$ cat src/rtl/uc_pkg.sv
// Shared definitions for the 8-bit microcontroller: bus widths, the program-memory
// controller state encoding and the boot checksum rule.
package uc_pkg;

    localparam int UC_ADDR_W = 8;
    localparam int UC_DATA_W = 8;

    typedef enum logic [1:0] {
        PMC_BOOT  = 2'd0,
        PMC_RUN   = 2'd1,
        PMC_ERROR = 2'd2
    } pmc_state_t;

    // A boot image is good when the byte sum plus the trailing checksum wraps to zero.
    function automatic logic checksum_ok(logic [UC_DATA_W-1:0] acc,
                                         logic [UC_DATA_W-1:0] csum);
        return (UC_DATA_W'(acc + csum) == '0);
    endfunction

endpackage

$ cat src/rtl/prog_mem_ctrl_if.sv
// Boot-stream and CPU-side bus of the program-memory controller.
// The slave modport is the controller; the master modport is the boot source plus control unit.
interface prog_mem_ctrl_if;
    import uc_pkg::*;

    logic                 boot_valid;
    logic [UC_DATA_W-1:0] boot_data;
    logic                 boot_last;
    logic                 boot_ready;
    logic                 pc_inc;
    logic                 pc_load;
    logic [UC_ADDR_W-1:0] pc_next;
    logic                 data_sel;
    logic [UC_ADDR_W-1:0] mem_addr;
    logic                 mem_write_en;
    logic [UC_DATA_W-1:0] mem_write_data;
    logic [UC_DATA_W-1:0] mem_read_data;
    logic [UC_ADDR_W-1:0] pc;
    logic                 cpu_run;
    logic                 boot_done;
    logic                 boot_err;

    modport slave (
        input  boot_valid, boot_data, boot_last, pc_inc, pc_load, pc_next,
               data_sel, mem_addr, mem_write_en, mem_write_data,
        output boot_ready, mem_read_data, pc, cpu_run, boot_done, boot_err
    );

    modport master (
        output boot_valid, boot_data, boot_last, pc_inc, pc_load, pc_next,
               data_sel, mem_addr, mem_write_en, mem_write_data,
        input  boot_ready, mem_read_data, pc, cpu_run, boot_done, boot_err
    );

endinterface

$ cat src/rtl/ram_256x8.sv
// 256x8 unified program/data RAM: synchronous write, asynchronous read, no reset.
module ram_256x8
    import uc_pkg::*;
(
    input  logic                 clk,
    input  logic                 we,
    input  logic [UC_ADDR_W-1:0] waddr,
    input  logic [UC_DATA_W-1:0] wdata,
    input  logic [UC_ADDR_W-1:0] raddr,
    output logic [UC_DATA_W-1:0] rdata
);

    logic [UC_DATA_W-1:0] mem [2**UC_ADDR_W];

    always_ff @(posedge clk) begin
        if (we) begin
            mem[waddr] <= wdata;
        end
    end

    assign rdata = mem[raddr];

endmodule

$ cat src/rtl/prog_mem_ctrl.sv
// Program-memory controller: boots a byte stream into RAM, then owns PC and CPU RAM access.
// Define PROG_MEM_CHECKSUM_EN to treat the boot_last byte as a checksum with an ERROR state.
module prog_mem_ctrl
    import uc_pkg::*;
#(
    parameter logic [UC_ADDR_W-1:0] RESET_VECTOR   = 8'h00,
    parameter int                   MAX_BOOT_BYTES = 256
) (
    input  logic            clk,
    input  logic            rst,
    prog_mem_ctrl_if.slave  bus
);

    localparam logic [UC_ADDR_W-1:0] LAST_PTR = UC_ADDR_W'(MAX_BOOT_BYTES - 1);

    pmc_state_t           state, state_nx;
    logic [UC_ADDR_W-1:0] load_ptr;
    logic [UC_ADDR_W-1:0] pc_r;
    logic                 xfer, boot_end, store;
    logic                 ready, run, err;
    logic                 ram_we;
    logic [UC_ADDR_W-1:0] ram_waddr, ram_raddr;
    logic [UC_DATA_W-1:0] ram_wdata, ram_rdata;

    assign xfer = bus.boot_valid && (state == PMC_BOOT);
    // load_ptr equals the count of stored bytes, so it also detects the byte limit.
    assign boot_end = xfer && (bus.boot_last || (load_ptr == LAST_PTR));

`ifdef PROG_MEM_CHECKSUM_EN
    logic [UC_DATA_W-1:0] acc;

    assign store = xfer && !bus.boot_last;

    always_ff @(posedge clk or posedge rst) begin
        if (rst) begin
            acc <= '0;
        end else if (store) begin
            acc <= acc + bus.boot_data;
        end
    end
`else
    assign store = xfer;
`endif

    always_ff @(posedge clk or posedge rst) begin
        if (rst) begin
            state <= PMC_BOOT;
        end else begin
            state <= state_nx;
        end
    end

    always_comb begin
        state_nx = state;
        ready    = 1'b0;
        run      = 1'b0;
        err      = 1'b0;
        case (state)
            PMC_BOOT: begin
                ready = 1'b1;
                if (boot_end) begin
`ifdef PROG_MEM_CHECKSUM_EN
                    if (bus.boot_last && !checksum_ok(acc, bus.boot_data)) begin
                        state_nx = PMC_ERROR;
                    end else begin
                        state_nx = PMC_RUN;
                    end
`else
                    state_nx = PMC_RUN;
`endif
                end
            end
            PMC_RUN: begin
                run = 1'b1;
            end
            PMC_ERROR: begin
`ifdef PROG_MEM_CHECKSUM_EN
                err = 1'b1;
`endif
            end
            default: begin
                state_nx = PMC_BOOT;
            end
        endcase
    end

    always_ff @(posedge clk or posedge rst) begin
        if (rst) begin
            load_ptr <= '0;
        end else if (store) begin
            load_ptr <= load_ptr + 1'b1;
        end
    end

    // PC is frozen at the reset vector until RUN, so entering RUN needs no explicit reload.
    always_ff @(posedge clk or posedge rst) begin
        if (rst) begin
            pc_r <= RESET_VECTOR;
        end else if (run) begin
            if (bus.pc_load) begin
                pc_r <= bus.pc_next;
            end else if (bus.pc_inc) begin
                pc_r <= pc_r + 1'b1;
            end
        end
    end

    always_comb begin
        ram_we    = store;
        ram_waddr = load_ptr;
        ram_wdata = bus.boot_data;
        if (run) begin
            ram_we    = bus.mem_write_en;
            ram_waddr = bus.mem_addr;
            ram_wdata = bus.mem_write_data;
        end
    end

    assign ram_raddr = bus.data_sel ? bus.mem_addr : pc_r;

    ram_256x8 u_ram (
        .clk   (clk),
        .we    (ram_we),
        .waddr (ram_waddr),
        .wdata (ram_wdata),
        .raddr (ram_raddr),
        .rdata (ram_rdata)
    );

    assign bus.mem_read_data = run ? ram_rdata : '0;
    assign bus.pc            = pc_r;
    assign bus.boot_ready    = ready;
    assign bus.cpu_run       = run;
    assign bus.boot_done     = run;
    assign bus.boot_err      = err;

endmodule

$ cat src/flat_wrapper.sv
// flat-port wrapper written by rule: the top's interface ports become plain ports
module prog_mem_ctrl_flat import uc_pkg::*;
#(
    parameter logic [UC_ADDR_W-1:0] RESET_VECTOR   = 8'h00,
    parameter int                   MAX_BOOT_BYTES = 256
)
  (clk, rst, bus_boot_valid, bus_boot_data, bus_boot_last, bus_pc_inc, bus_pc_load, bus_pc_next, bus_data_sel, bus_mem_addr, bus_mem_write_en, bus_mem_write_data, bus_boot_ready, bus_mem_read_data, bus_pc, bus_cpu_run, bus_boot_done, bus_boot_err);
  prog_mem_ctrl_if bus_i ();
  input  logic clk;
  input  logic rst;
  input wire logic [$bits(bus_i.boot_valid)-1:0] bus_boot_valid;
  input wire logic [$bits(bus_i.boot_data)-1:0] bus_boot_data;
  input wire logic [$bits(bus_i.boot_last)-1:0] bus_boot_last;
  input wire logic [$bits(bus_i.pc_inc)-1:0] bus_pc_inc;
  input wire logic [$bits(bus_i.pc_load)-1:0] bus_pc_load;
  input wire logic [$bits(bus_i.pc_next)-1:0] bus_pc_next;
  input wire logic [$bits(bus_i.data_sel)-1:0] bus_data_sel;
  input wire logic [$bits(bus_i.mem_addr)-1:0] bus_mem_addr;
  input wire logic [$bits(bus_i.mem_write_en)-1:0] bus_mem_write_en;
  input wire logic [$bits(bus_i.mem_write_data)-1:0] bus_mem_write_data;
  output wire logic [$bits(bus_i.boot_ready)-1:0] bus_boot_ready;
  output wire logic [$bits(bus_i.mem_read_data)-1:0] bus_mem_read_data;
  output wire logic [$bits(bus_i.pc)-1:0] bus_pc;
  output wire logic [$bits(bus_i.cpu_run)-1:0] bus_cpu_run;
  output wire logic [$bits(bus_i.boot_done)-1:0] bus_boot_done;
  output wire logic [$bits(bus_i.boot_err)-1:0] bus_boot_err;
  assign bus_i.boot_valid = bus_boot_valid;
  assign bus_i.boot_data = bus_boot_data;
  assign bus_i.boot_last = bus_boot_last;
  assign bus_i.pc_inc = bus_pc_inc;
  assign bus_i.pc_load = bus_pc_load;
  assign bus_i.pc_next = bus_pc_next;
  assign bus_i.data_sel = bus_data_sel;
  assign bus_i.mem_addr = bus_mem_addr;
  assign bus_i.mem_write_en = bus_mem_write_en;
  assign bus_i.mem_write_data = bus_mem_write_data;
  assign bus_boot_ready = bus_i.boot_ready;
  assign bus_mem_read_data = bus_i.mem_read_data;
  assign bus_pc = bus_i.pc;
  assign bus_cpu_run = bus_i.cpu_run;
  assign bus_boot_done = bus_i.boot_done;
  assign bus_boot_err = bus_i.boot_err;
  prog_mem_ctrl #(.RESET_VECTOR(RESET_VECTOR), .MAX_BOOT_BYTES(MAX_BOOT_BYTES)) u_core (.clk(clk), .rst(rst), .bus(bus_i));
endmodule
$ cat config.mk
export PLATFORM = sky130hd
export DESIGN_NAME = prog_mem_ctrl_flat
export DESIGN_NICKNAME = d
export VERILOG_FILES = /design/src/rtl/uc_pkg.sv /design/src/rtl/prog_mem_ctrl_if.sv /design/src/rtl/ram_256x8.sv /design/src/rtl/prog_mem_ctrl.sv /design/src/flat_wrapper.sv
export SDC_FILE = /design/constraint.sdc
export NUM_CORES = 2
export LEC_CHECK = 0
export ABC_AREA = 1
export CAP_MARGIN = 40
export CORE_MARGIN = 4
export CORE_UTILIZATION = 50
export DETAILED_ROUTE_END_ITERATION = 7
export PLACE_DENSITY = 0.71
export SYNTH_ARGS = -nofsm -noshare
export SYNTH_HDL_FRONTEND = slang
export SYNTH_SLANG_ARGS = --single-unit
$ cat constraint.sdc
create_clock -name clk -period 5.15 [get_ports clk]
set_input_delay 1.545 -clock clk [delete_from_list [all_inputs] [get_ports clk]]
set_output_delay 1.545 -clock clk [all_outputs]
set_load 0.005 [all_outputs]
# Yosys cells after proc, flatten, opt, wreduce, memory -nomap -nowiden
# Memory sizes are Yosys's and may differ from the RTL's.
# Cells that the tools add are included.
[totals]
ff_bits = 18
ramBits = 2048
in_bits = 40
memories = 1
[op_classes]
n_addsub = 2
n_eq_ne = 4
mux = 13
bitwise_logic = 1
reduce_logical = 8
[memory_table]
columns = ["memory", "words", "width", "rd", "rd_clocked_by_memory_dff", "wr", "line", "rtl"]
rows = [
  ["u_core.u_ram.mem", 256, 8, 1, 0, 1, "ram_256x8.sv:13", "logic [UC_DATA_W-1:0] mem [2**UC_ADDR_W];"],
]
[ops]
columns = ["op", "count"]
rows = [
  ["$mux 8", 6],
  ["$add 8x1->8 const B", 2],
  ["$eq 8x8->1 const B", 1],
  ["$mux 1", 5],
  ["$pmux 2 s2", 1],
  ["$reduce_and 2->1", 2],
  ["$eq 2x1->1 const B", 1],
  ["$eq 2x2->1 const B", 1],
  ["$logic_and 1x1->1", 2],
  ["$logic_not 2->1", 1],
  ["$mux 2", 1],
  ["$ne 2x1->1 const B", 1],
  ["$reduce_bool 2->1", 1],
  ["$reduce_or 2->1", 1],
  ["$logic_or 1x1->1", 1],
  ["$not 1->1", 1],
]

# Depth between registers and ports, before layout
[depth]
ltp_word = 5
ltp_mapped = 17

# Hierarchy
# A second synthesis with hierarchy kept.
[hier_totals]
hier_cells = 7213
hier_area_um2 = 84624.9
[modules_own_cells]
columns = ["mod", "n_inst", "cells_per_inst", "area_per_inst_um2", "seq_area_each_um2"]
rows = [
  ["ram_256x8", 1, 6995, 83236.1, 61499.0],
  ["prog_mem_ctrl", 1, 218, 1388.8, 425.4],
]

# Worst setup path after synthesis
# Ideal clock, no wire load.
[synth_timing]
path_type = "input-to-reg"
startpoint = "input port bus_boot_data[0]"
endpoint = "memory u_core.u_ram.mem[0][0], data pin"
t_arrival_ns = 4.635
path_slack_ns = -0.307
path_stages = 2
n_path_buf = 0
path_cell_list = "nand2_1 -> nand2_1"
[synth_via]
elab_chain_cells = 1
[synth_lines]
columns = ["item", "line", "rtl"]
rows = [
  ["start: declaration", "flat_wrapper.sv:12", "input wire logic [$bits(bus_i.boot_data)-1:0] bus_boot_data;"],
  ["$mux 8", "prog_mem_ctrl.sv:112", "if (run) begin"],
  ["named net u_core.ram_wdata[0]", "prog_mem_ctrl.sv:23", "logic [UC_DATA_W-1:0] ram_wdata, ram_rdata;"],
  ["end: declaration", "ram_256x8.sv:13", ""],
]
# The timed path passes the listed nets, and every way through them passes these cells.

# Final worst setup path
[layout_timing]
startpoint = "input port bus_data_sel"
endpoint = "output port bus_mem_read_data[5]"
[layout_via]
elab_chain_cells = 3
[layout_lines]
columns = ["item", "line", "rtl"]
rows = [
  ["start: declaration", "flat_wrapper.sv:17", "input wire logic [$bits(bus_i.data_sel)-1:0] bus_data_sel;"],
  ["$mux 8", "prog_mem_ctrl.sv:119", "assign ram_raddr = bus.data_sel ? bus.mem_addr : pc_r;"],
  ["$mem_v2 256x8", "-", ""],
  ["$mux 8", "prog_mem_ctrl.sv:130", "assign bus.mem_read_data = run ? ram_rdata : '0;"],
  ["end: declaration", "flat_wrapper.sv:22", "output wire logic [$bits(bus_i.mem_read_data)-1:0] bus_mem_read_data;"],
]
# Every way passes these cells.

==> impl_metrics.tcl <==
set metrics [dict create \
    grt_busiest_layer "met2" \
    gp_congestion 0.950 \
    use_met2_pct 44.3 \
    hold_slack_ps 499 \
    final_nets 7840 \
    rsz0062_at_grt "yes" \
    hold_buffers 0 \
    hold-path-endpoint "u_core.load_ptr[6]" \
    reg2reg_depth 9 \
    post-route-util_pct 63.0 \
    required_ps 3610 \
    grt_pass1_vias 60200 \
    grt_use_met3_pct 6.89 \
    ys_warn_count 0 \
    avgViaCountPerCell 6.23 \
    leakage_nw 37.7 \
    worstHoldStart "u_core.load_ptr[6]" \
    wire_per_inst_um 26.2 \
    slew_viol_final 0 \
    slew_headroom_pct 25.7 \
    status "finished with violations" \
    final_cell_mix "2,048 x edfxtp_1, 2,047 x nand2_1, 1,633 x nand3_1" \
    ir_drop_mv 0.370 \
    worst-slew-pin-transition_ps 1120 \
    antenna_left 0 \
    hold_depth 1 \
    drc_errors 0 \
    hold_viol_final 0 \
    wl_mm 266 \
    seq_area_sq_um 61900 \
    num_io_pins 60 \
    r2r_end "u_core.u_ram.mem[64][3]" \
    numCtsBuffers 203 \
    vias 63400 \
    fillerInstances 11700 \
    pre_cts_ws_ps -1650 \
    track_usage_pct 28.7 \
    rrSetupSlack_ps 1430 \
    area_delta_synth_final_pct 24.8 \
    grt_start_max_net_pins 95 \
    overflow 0 \
    arrival_ps 3950 \
    power_density_nw_per_um2 375 \
    yosysUniqueCellTypes 31 \
    fin_crit_sh_pct 107 \
    fin_area_sq_um 106000 \
    antenna_found_initial 4 \
    violations "setup timing" \
    final_common_cell "edfxtp_1" \
    synthCells 7194 \
    r2r_start "u_core.state[0]" \
    netlist_area_sq_um 84700 \
    yosys_register_bits 2065 \
    syn_nets 7236 \
    die_h_um 420 \
    fin_crit_ps 5500 \
    drive_gt1_share_pct 21.0 \
    crit_fanout 8 \
    setup_viol 8 \
    clockBufferDepth 3 \
    avgSynthCellArea_sq_um 11.8 \
    rows 150 \
    die_w_um 420 \
    met1_usage_pct 38.5 \
    clk_latency_ps 840 \
    cts.sinks 2065 \
    multiInputGateArea_sq_um 23500 \
    path_class "input pin to output pin" \
    cts_tree "built" \
    clock_skew_ps 29.3 \
    cts_max_level 4 \
    hold_path.class "flip-flop to flip-flop" \
    core_sq_um 168000 \
    initial_core_util_pct 50.5 \
    drt_iter0_drc 10100 \
    worst_slack_ps -346 \
    grt_pass1_wl_mm 378 \
    max-cap-violations 0 \
    setup_tns_ps -2310 \
    clk_pin_slew_ps 60 \
    ys_seq_area_share_pct 73.1 \
    port_buffers 58 \
    cp-end-kind "output pin" \
    dpl-instance-area_sq_um 92400 \
    dpl.hpwl_mm 147 \
    die-area_sq_um 176000 \
    dr.pass1.iters 7 \
    max_freq_ghz 0.182 \
    ctsRootBufferMaster "clkbuf_16" \
    cp-start-kind "input pin" \
]
metrics by stage:
step / cells / power (mW)
after global placement: 9627 / 23.7
after floorplan: 7194 / 21.6
final: 10200 / 39.7
after CTS: 10100 / 38.6
after global routing: 10200 / 40.7
after detailed placement: 9628 / 23.7
worst max-delay path by stage:
stage	slack, ps	to	start	cells past startpoint
final	-350	bus_mem_read_data[5]	bus_data_sel	19
after global placement	-1590	bus_mem_read_data[1]	bus_data_sel	19
after CTS	-800	bus_mem_read_data[3]	bus_mem_addr[0]	19
after global routing	-420	bus_mem_read_data[1]	bus_data_sel	20
after detailed placement	-1650	bus_mem_read_data[1]	bus_data_sel	19
after floorplan	570	bus_mem_read_data[5]	bus_data_sel	11
area by class of cell:
cell class	count	share of cell area [%]
clock buffers	244	5.01
repair buffers	889	10.3
inverters	72	0.285
flip-flops and latches	2065	58.6
diodes	10	0.0237
clock inverters	129	1.04
multi-input cells	4567	22.2
well taps	2204	2.61
registers in the layout (all words and copies together), names as in the netlist:
register	count
u_core.state	1
u_core.u_ram.mem	2048
u_core.bus.pc	8
u_core.load_ptr	8
report_power, final:
part / total, mW / internal (mW) / switching (mW)
Combinational: 6.73 / 2.54 / 4.19
Clock: 14.4 / 8.08 / 6.35
Sequential: 18.5 / 18.5 / 0.0191
metal layers:
layer	part of all wire (%)	up-vias	wire [um]
li1	-	26800	-
met1	35	30600	94000
met2	46	4995	121000
met3	13	936	35600
met4	5.8	4	15500
met5	0.0086	-	23
synthesized netlist by cell type:
master	instances	area [sq um]
nor2_1	315	1180
buf_2	313	1570
xnor2_1	3	26.3
o211ai_1	1	7.51
o21ai_2	2	17.5
inv_1	65	244
o21ai_0	20	100
inv_4	1	6.26
nand4_1	1	6.26
a31oi_1	1	6.26
buf_4	43	323
nor3_1	6	30.0
buf_6	28	315
clkinv_1	4	15.0
xor2_1	4	35.0
edfxtp_1	2048	61500
buf_1	26	97.6
or2_2	6	37.5
dfrtp_1	17	425
nand2_1	2083	7820
nand2_4	1	11.3
a21oi_1	11	55.1
inv_2	2	7.51
clkbuf_1	82	308
o21ai_1	6	30.0
nand2_2	4	25.0
ha_1	2	25.0
nor4_1	1	6.26
nand3_1	2095	10500
conb_1	1	3.75
a22oi_1	2	15.0
cells by family (layout without fill, tap and decap cells):
family	count (synthesis)	after routing	synth area share, %
xor+xnor	7	7	0.0724
simple gates	4512	4514	23.1
flops	2065	2065	73.1
compound gates	43	43	0.273
buf+inv	564	1334	3.40
other cells	1	11	0.00443
fa+ha+maj	2	2	0.0295
worst max-delay path, stage by stage:
cell,delay (ps)
buf_16,140
inv_12,60
buf_12,120
o21ai_4,150
buf_12,220
buf_16,210
buf_16,130
buf_12,130
buf_4,110
nand3_2,90
nand3_1,90
nand3_2,90
nand3_2,150
nand3_4,110
nand3_4,130
nand3_4,120
nand2_4,130
nor2_4,60
buf_6,120
repair_timing:
| action | 4_1_cts | 5_1_grt |
|---|---|---|
| buffers inserted | 48 | 63 |
| endpoints found under the setup margin | 8 | 8 |
| gates cloned | 42 | 31 |
| gates resized for setup | 304 | 585 |
| pin swaps | 44 | 156 |
(Power assumes the default switching activity.)
